**src/rtl/kamikaze_defs_pkg.sv**
```systemverilog
// Shared decode definitions: RV32 opcode constants and the immediate-format
// enum, used by both the decode and execute stages.
package kamikaze_defs_pkg;

  localparam logic [6:0] OPC_LUI      = 7'b0110111;
  localparam logic [6:0] OPC_AUIPC    = 7'b0010111;
  localparam logic [6:0] OPC_JAL      = 7'b1101111;
  localparam logic [6:0] OPC_JALR     = 7'b1100111;
  localparam logic [6:0] OPC_BRANCH   = 7'b1100011;
  localparam logic [6:0] OPC_LOAD     = 7'b0000011;
  localparam logic [6:0] OPC_STORE    = 7'b0100011;
  localparam logic [6:0] OPC_OP_IMM   = 7'b0010011;
  localparam logic [6:0] OPC_OP       = 7'b0110011;
  localparam logic [6:0] OPC_MISC_MEM = 7'b0001111;
  localparam logic [6:0] OPC_SYSTEM   = 7'b1110011;

  typedef enum logic [2:0] {
    IMM_NONE,
    IMM_I,
    IMM_S,
    IMM_B,
    IMM_U,
    IMM_J
  } imm_fmt_t;

  // Full 7-bit compare, so any word with ir[1:0] != 2'b11 is unknown too.
  function automatic logic opcode_known(input logic [6:0] op);
    case (op)
      OPC_LUI, OPC_AUIPC, OPC_JAL, OPC_JALR, OPC_BRANCH, OPC_LOAD,
      OPC_STORE, OPC_OP_IMM, OPC_OP, OPC_MISC_MEM, OPC_SYSTEM: opcode_known = 1'b1;
      default: opcode_known = 1'b0;
    endcase
  endfunction

endpackage

```
**src/rtl/kamikaze_imm_decode.sv**
```systemverilog
// Combinational immediate extraction: selects the RV32 immediate format from
// the opcode and assembles the sign-extended immediate.
module kamikaze_imm_decode
  import kamikaze_defs_pkg::*;
(
  input  logic [31:0] ir,
  output logic [31:0] imm,
  output imm_fmt_t    fmt
);

  always_comb begin
    fmt = IMM_NONE;
    case (ir[6:0])
      OPC_LOAD, OPC_OP_IMM, OPC_JALR, OPC_SYSTEM: fmt = IMM_I;
      OPC_STORE:                                  fmt = IMM_S;
      OPC_BRANCH:                                 fmt = IMM_B;
      OPC_LUI, OPC_AUIPC:                         fmt = IMM_U;
      OPC_JAL:                                    fmt = IMM_J;
      default:                                    fmt = IMM_NONE;
    endcase
  end

  // OP, MISC-MEM and unknown opcodes carry no immediate and yield zero.
  always_comb begin
    imm = 32'd0;
    case (fmt)
      IMM_I:   imm = {{20{ir[31]}}, ir[31:20]};
      IMM_S:   imm = {{20{ir[31]}}, ir[31:25], ir[11:7]};
      IMM_B:   imm = {{19{ir[31]}}, ir[31], ir[7], ir[30:25], ir[11:8], 1'b0};
      IMM_U:   imm = {ir[31:12], 12'd0};
      IMM_J:   imm = {{11{ir[31]}}, ir[31], ir[19:12], ir[20], ir[30:21], 1'b0};
      default: imm = 32'd0;
    endcase
  end

endmodule

```
**src/rtl/kamikaze_decode.sv**
```systemverilog
// Decode stage: registers a field-decoded instruction for execute, drives the
// register-file read addresses and inserts a one-cycle bubble on load-use.
module kamikaze_decode
  import kamikaze_defs_pkg::*;
#(
  parameter logic [31:0] RESET_PC = 32'h0000_0000
) (
  input  logic        clk_i,
  input  logic        rst_i,
  input  logic        f_valid_i,
  input  logic [31:0] f_ir_i,
  input  logic [31:0] f_pc_i,
  input  logic        f_is_compressed_i,
  output logic        f_stall_o,
  input  logic        d_stall_i,
  input  logic        d_kill_i,
  output logic [4:0]  rf_rs1_o,
  output logic [4:0]  rf_rs2_o,
  output logic        d_valid_o,
  output logic [31:0] d_ir_o,
  output logic [31:0] d_pc_o,
  output logic [31:0] d_pc_next_o,
  output logic [4:0]  d_opcode_o,
  output logic [2:0]  d_fun3_o,
  output logic [6:0]  d_fun7_o,
  output logic [4:0]  d_rs1_o,
  output logic [4:0]  d_rs2_o,
  output logic [4:0]  d_rd_o,
  output logic [31:0] d_imm_o,
  output logic        d_rd_we_o,
  output logic        d_is_load_o,
  output logic        d_is_store_o,
  output logic        d_is_branch_o,
  output logic        d_is_jal_o,
  output logic        d_is_jalr_o,
  output logic        d_is_system_o,
  output logic        d_illegal_o
);

  logic [6:0]  op;
  logic [4:0]  f_rs1;
  logic [4:0]  f_rs2;
  logic [4:0]  f_rd;
  logic [31:0] f_imm;
  imm_fmt_t    f_fmt;
  logic        f_illegal;
  logic        is_lui, is_auipc, is_jal, is_jalr, is_branch;
  logic        is_load, is_store, is_op_imm, is_op, is_system;
  logic        f_rd_we;
  logic        uses_rs1;
  logic        uses_rs2;
  logic        hazard;
  logic        advance;
  logic [31:0] f_pc_next;

  assign op    = f_ir_i[6:0];
  assign f_rs1 = f_ir_i[19:15];
  assign f_rs2 = f_ir_i[24:20];
  assign f_rd  = f_ir_i[11:7];

  kamikaze_imm_decode u_imm (
    .ir  (f_ir_i),
    .imm (f_imm),
    .fmt (f_fmt)
  );

  // Unknown opcodes match none of the compares, so their class flags stay 0.
  always_comb begin
    is_lui    = (op == OPC_LUI);
    is_auipc  = (op == OPC_AUIPC);
    is_jal    = (op == OPC_JAL);
    is_jalr   = (op == OPC_JALR);
    is_branch = (op == OPC_BRANCH);
    is_load   = (op == OPC_LOAD);
    is_store  = (op == OPC_STORE);
    is_op_imm = (op == OPC_OP_IMM);
    is_op     = (op == OPC_OP);
    is_system = (op == OPC_SYSTEM);
    f_illegal = !opcode_known(op);
    f_rd_we   = (is_lui | is_auipc | is_jal | is_jalr | is_load |
                 is_op_imm | is_op | is_system) && (f_rd != 5'd0);
  end

  // U- and J-format instructions (LUI, AUIPC, JAL) are the only ones without rs1.
  always_comb begin
    uses_rs1 = !f_illegal && (f_fmt != IMM_U) && (f_fmt != IMM_J);
    uses_rs2 = (f_fmt == IMM_S) || (f_fmt == IMM_B) || is_op;
    hazard   = d_valid_o && d_is_load_o && (d_rd_o != 5'd0) && f_valid_i &&
               ((uses_rs1 && (f_rs1 == d_rd_o)) || (uses_rs2 && (f_rs2 == d_rd_o)));
    advance  = !d_kill_i && !d_stall_i && !hazard;
  end

  assign f_stall_o = d_stall_i || (hazard && !d_kill_i);
  assign f_pc_next = f_pc_i + (f_is_compressed_i ? 32'd2 : 32'd4);

  // Read addresses follow the register that will hold the instruction next
  // cycle, keeping sync-read register-file data aligned with the d_* outputs.
  assign rf_rs1_o = advance ? f_rs1 : d_rs1_o;
  assign rf_rs2_o = advance ? f_rs2 : d_rs2_o;

  always_ff @(posedge clk_i or negedge rst_i) begin
    if (!rst_i) begin
      d_valid_o     <= 1'b0;
      d_ir_o        <= 32'd0;
      d_pc_o        <= RESET_PC;
      d_pc_next_o   <= RESET_PC + 32'd4;
      d_opcode_o    <= 5'd0;
      d_fun3_o      <= 3'd0;
      d_fun7_o      <= 7'd0;
      d_rs1_o       <= 5'd0;
      d_rs2_o       <= 5'd0;
      d_rd_o        <= 5'd0;
      d_imm_o       <= 32'd0;
      d_rd_we_o     <= 1'b0;
      d_is_load_o   <= 1'b0;
      d_is_store_o  <= 1'b0;
      d_is_branch_o <= 1'b0;
      d_is_jal_o    <= 1'b0;
      d_is_jalr_o   <= 1'b0;
      d_is_system_o <= 1'b0;
      d_illegal_o   <= 1'b0;
    end else if (d_kill_i) begin
      d_valid_o <= 1'b0;
    end else if (!d_stall_i) begin
      if (hazard) begin
        d_valid_o <= 1'b0;
      end else begin
        d_valid_o     <= f_valid_i;
        d_ir_o        <= f_ir_i;
        d_pc_o        <= f_pc_i;
        d_pc_next_o   <= f_pc_next;
        d_opcode_o    <= f_ir_i[6:2];
        d_fun3_o      <= f_ir_i[14:12];
        d_fun7_o      <= f_ir_i[31:25];
        d_rs1_o       <= f_rs1;
        d_rs2_o       <= f_rs2;
        d_rd_o        <= f_rd;
        d_imm_o       <= f_imm;
        d_rd_we_o     <= f_rd_we;
        d_is_load_o   <= is_load;
        d_is_store_o  <= is_store;
        d_is_branch_o <= is_branch;
        d_is_jal_o    <= is_jal;
        d_is_jalr_o   <= is_jalr;
        d_is_system_o <= is_system;
        d_illegal_o   <= f_illegal;
      end
    end
  end

endmodule

```
**config.mk**
```make
export PLATFORM = sky130hd
export DESIGN_NAME = kamikaze_decode
export DESIGN_NICKNAME = d
export VERILOG_FILES = /design/src/rtl/kamikaze_defs_pkg.sv /design/src/rtl/kamikaze_imm_decode.sv /design/src/rtl/kamikaze_decode.sv
export SDC_FILE = /design/constraint.sdc
export NUM_CORES = 1
export LEC_CHECK = 0
export CAP_MARGIN = 5
export CELL_PAD_IN_SITES_DETAIL_PLACEMENT = 1
export CELL_PAD_IN_SITES_GLOBAL_PLACEMENT = 2
export CORE_MARGIN = 2
export CORE_UTILIZATION = 28
export DETAILED_ROUTE_END_ITERATION = 7
export GPL_TIMING_DRIVEN = 0
export MAX_ROUTING_LAYER = met4
export PLACE_DENSITY = 0.91
export SLEW_MARGIN = 10
export SYNTH_ARGS = -nofsm -noshare
export SYNTH_HDL_FRONTEND = slang
export SYNTH_SLANG_ARGS = --single-unit
```
**constraint.sdc**
```tcl
create_clock -name clk_i -period 3.05 [get_ports clk_i]
set_input_delay 0.4575 -clock clk_i [delete_from_list [all_inputs] [get_ports clk_i]]
set_output_delay 0.4575 -clock clk_i [all_outputs]
set_load 0.02 [all_outputs]
```
== Yosys cells after proc, flatten, opt, wreduce, memory -nomap -nowiden ==
Cells that the tools add are included.

* Flip-flop bits (word level): 167
* Input port bits: 70
* Output and inout bits: 178

* $add $sub $neg: 1
* Equal/unequal tests: 21
* Mux-type cells: 9
* Bitwise logic cells: 10
* Reduce and logical (&&, ||, !) cells: 26

{| class="wikitable"
|+ Operators with widths
! operator !! count
|-
| $pmux W32 S5 || 1
|-
| $add A32 B3 Y32 || 1
|-
| $eq A7 B7 Y1 const B || 4
|-
| $eq A7 B6 Y1 const B || 3
|-
| $pmux W3 S5 || 1
|-
| $eq A7 B5 Y1 const B || 2
|-
| $logic_and A1 B1 Y1 || 12
|-
| $reduce_or A11 Y1 || 1
|-
| $eq A5 B5 Y1 || 2
|-
| $mux W5 || 2
|-
| $reduce_bool A5 Y1 || 2
|-
| $eq A7 B2 Y1 const B || 1
|-
| $eq A7 B4 Y1 const B || 1
|-
| $or A1 B1 Y1 || 7
|-
| $eq A3 B2 Y1 const B || 2
|-
| $eq A3 B3 Y1 const B || 2
|-
| $ne A3 B3 Y1 const B || 2
|-
| $logic_not A1 Y1 || 4
|-
| $logic_or A1 B1 Y1 || 4
|-
| $mux W1 || 4
|-
| $reduce_or A4 Y1 || 1
|-
| $eq A3 B1 Y1 const B || 1
|-
| $mux W3 || 1
|-
| $not A1 Y1 || 3
|-
| other kinds (3) || 3
|}

== Depth between registers and ports, before layout ==
* Depth in word-level cells: 12
* Depth in mapped cells: 9

== Cells and area by module ==
A second synthesis with hierarchy kept.

* Cells, all modules: 555
* Area, all modules: 7138.1 um^2

{| class="wikitable"
|+ By module, submodules not included
! module !! times used !! cells each !! area an instance (um^2) !! seq. area each (um^2)
|-
| kamikaze_decode || 1 || 477 || 6535.0 || 3404.5
|-
| kamikaze_imm_decode || 1 || 78 || 603.1 || 0.0
|}

== Worst setup path before layout ==
No wires, ideal clock.

* Kind: reg-to-output
* From: register d_ir_o[8] (netlist name)
* To: output rf_rs1_o[0]
* Data arrival time: 2.361 ns
* Data required time: 2.592 ns
* Slack: 0.231 ns
* Cell stages (with the launch flop): 9
* Path through: dfrtp_1 -> or4_1 -> nor2_1 -> and4b_4 -> a211oi_2 -> buf_6 -> buf_6 -> buf_8 -> mux2_2

{| class="wikitable"
|+ RTL lines
! item !! RTL line !! text
|-
| end, declared || kamikaze_decode.sv:17 || <nowiki>output logic [4:0] rf_rs1_o,</nowiki>
|}

==> metrics <==
status=finished with violations; failing checks=setup timing; fin nets=935; Longest Clk Path Bufs=2; Crit Path Max Fanout=5; ant diodes=0; Die Width=161 um; first-pass GRT wire length=35500 um; clock root buffer=clkbuf_16; die area=0.0260 mm^2; Final Wtd Congestion=0.804; min Tclk post-route=3260 ps; Seq/Total Area, Yosys=49.2%; TritonCTS Buffers=17; CP cell instances=or4_4 > nor2_4 > and4b_4 > a211oi_4 > buf_6 > clkbuf_16 > mux2_4 > buf_6; Pre-antenna DRT Iters=4; filler-free cell count of the finished design=1199; I/O Pins=248; Clock Latency Late Sink=430 ps; final worst path period share=107%; final hold vios=0; Area Growth Syn to Fin=53.8%; ys async rst share=100%; Synth Instances=582; # clock sinks=136; share of cells above drive strength 1=26.9%; vias in the first global route=6083; Post-DRT Antenna Nets=0; top_reg_cell synth=dfrtp_1; Initial DRC Count=191; CTS tree=done; WS Path Type=reg2out; most area-hungry cell type in the Yosys netlist=dfrtp_1; via/cell ratio=4.65; max_slew headroom=37.9%; class of the worst hold path=in2reg; I/O Buffers=247; final setup fails=10; Max VDD drop=0.000309 V; startpoint types=register; H-tree depth=4; clk_skew=9.29 ps; Crit path largest cell delay=570 ps; RSZ-0062 raised after global routing=true; Fmax=0.306 GHz; # DRC=0; Post-synth EDFFs=0; Max Slew Vio Count=0; grt ovf=0; final wirelength=22700 um; total of fill cells in the finished design=2578; syn_area_per_cell=11.9 um^2; Placeable Area=0.0243 mm^2; gr usage total=18.3%; yosys synthesis warning count=0; Lkg Pwr=4.39 nW; Top cell by count, worst path=buf_6; Syn Nets=655; Yosys cell types=51; worst path arrival time=2810 ps; HPWL after DPL=16900 um; Post-Syn Area=0.00692 mm^2; Yosys reg bits=136; Max-Cap Viols=0; Crit path required time=2590 ps; clk slew on worst S/H paths=60 ps; drt wl/cell=18.9 um; routed via count=5580; initial core utilization=28.5%; num rows=57; synth top area cells=dfrtp_1 (49%), mux2_2 (18%), mux2i_1 (4.5%); critical path's top delay family=simple AND/OR/NAND/NOR gates; CP endpoint kind=output port; Worst-Margin Slew=923 ps; DP Cell Count=1155; initial antenna violation count=0; post-layout util=43.8%; Die Ht=161 um; PD cells=575 mW/mm^2; dpl ws=-1010 ps; PnR worst setup slack=-214 ps; CP max-delay cell=or4_4; largest net degree at the start of global routing=83; Yosys top cell area share=48.8%; CP bufs+invs=3
-- repair_timing --
item | CTS | global route
resized for setup | 67 | 21
setup endpoints to repair | 11 | 11
hold buffers | 1 | 0
gates cloned | 0 | 1
setup buffers | 9 | 2
pin swaps | 3 | 4
hold endpoints to repair | 54 | 0
-- area by class of cell --
type	instances	area [um^2]	area share, %
tap	324	405	3.81
multi-input combinational	353	3020	28.4
timing repair buffer	262	2630	24.7
sequential	136	3410	32.0
inverter	36	135	1.27
clock buffer	17	425	3.99
clock inverter	15	193	1.81
buffer	56	427	4.01
-- kinds of logic (layout without fill, tap and decap cells) --
logic type	count (synthesis)	after routing	share of synthesized area [%]
AND/OR/NAND/NOR	112	112	8.87
XOR/XNOR	40	40	5.06
flip-flops	136	136	49.2
AO/OA/AOI/OAI	53	53	4.92
multiplexers	145	145	23.2
adder cells (fa/ha/maj)	3	3	0.651
buffers and inverters	93	386	8.08
-- registers in the layout, summed over array words and instances, names as in the netlist --
register       cells
d_is_jal_o         1
d_is_jalr_o        1
d_rd_we_o          1
d_imm_o           32
d_illegal_o        1
d_pc_next_o       31
d_is_system_o      1
d_valid_o          1
d_ir_o            32
d_is_branch_o      1
d_pc_o            32
d_is_store_o       1
d_is_load_o        1
-- report_power, final --
group | internal, mW | switching [mW]
sequential | 2.02 | 0.145
combinational | 0.928 | 0.838
clock | 1.31 | 0.887
-- layout by cell type (no fill, tap or decap), types with 3 or more instances in the layout --
| master | count |
|---|---|
| mux2_4 | 8 |
| nor4_1 | 4 |
| nor2_1 | 15 |
| dfrtp_2 | 3 |
| inv_6 | 3 |
| clkinv_4 | 5 |
| a22oi_1 | 5 |
| buf_4 | 51 |
| dfrtp_1 | 132 |
| mux2i_1 | 31 |
| inv_1 | 36 |
| o2bb2ai_1 | 4 |
| mux2_2 | 106 |
| o22ai_1 | 3 |
| dlygate4sd2_1 | 4 |
| clkbuf_16 | 18 |
| nand2_1 | 26 |
| bufinv_16 | 3 |
| buf_6 | 14 |
| a21oi_1 | 26 |
| xor2_1 | 19 |
| xnor2_1 | 21 |
| nand3_1 | 16 |
| and3_1 | 8 |
| and4_1 | 3 |
| clkbuf_2 | 4 |
| clkdlybuf4s50_1 | 230 |
| nor2b_1 | 4 |
| clkbuf_1 | 7 |
| nand4_1 | 5 |
| nor3_1 | 8 |
| nand2b_1 | 3 |
-- synth_stat cells (6+ instances only) --
cell type  number
inv_1          36
nor4_1          6
mux2i_1        31
and3_1          8
xor2_1         19
nor3_1          9
a21oi_1        26
clkbuf_1       10
nand3_1        16
nand2_1        26
mux2_2        110
nor2_1         16
xnor2_1        21
buf_4          40
dfrtp_1       135
-- path summary, 6_finish.rpt --
| kind | from | to | slack (ps) | depth (start not counted) |
|---|---|---|---|---|
| min | f_ir_i[1] | d_ir_o[1] | 500 | 2 |
| max in group asynchronous | rst_i | d_pc_next_o[22] | 1700 | 3 |
| min reg2reg | d_imm_o[3] | d_imm_o[3] | 500 | 1 |
| max reg2reg | d_ir_o[9] | d_ir_o[28] | 190 | 9 |
| max | d_ir_o[9] | rf_rs2_o[0] | -210 | 8 |
| min in group asynchronous | rst_i | d_ir_o[27] | 540 | 2 |
-- routing by layer --
layer	vias up	wire, um	global-route usage (%)
li1	2563	-	-
met1	2821	9830	22.0
met2	182	11300	30.3
met3	14	1380	5.70
met4	0	231	3.90
met5	-	0	-
-- metrics by stage --
step / hold slack, ps / TNS (ps) / instance area, um^2 / power [mW]
CTS: 510 / -2760 / 10600 / 6.18
floorplan: 162 / 0 / 6920 / 3.02
finish: 502 / -1990 / 10700 / 6.12
global placement: 488 / -602200 / 9800 / 3.89
global route: 494 / -2660 / 10700 / 6.40
detailed placement: 416 / -11240 / 9840 / 3.93
No activity file was read; power rests on OpenSTA's default activity.
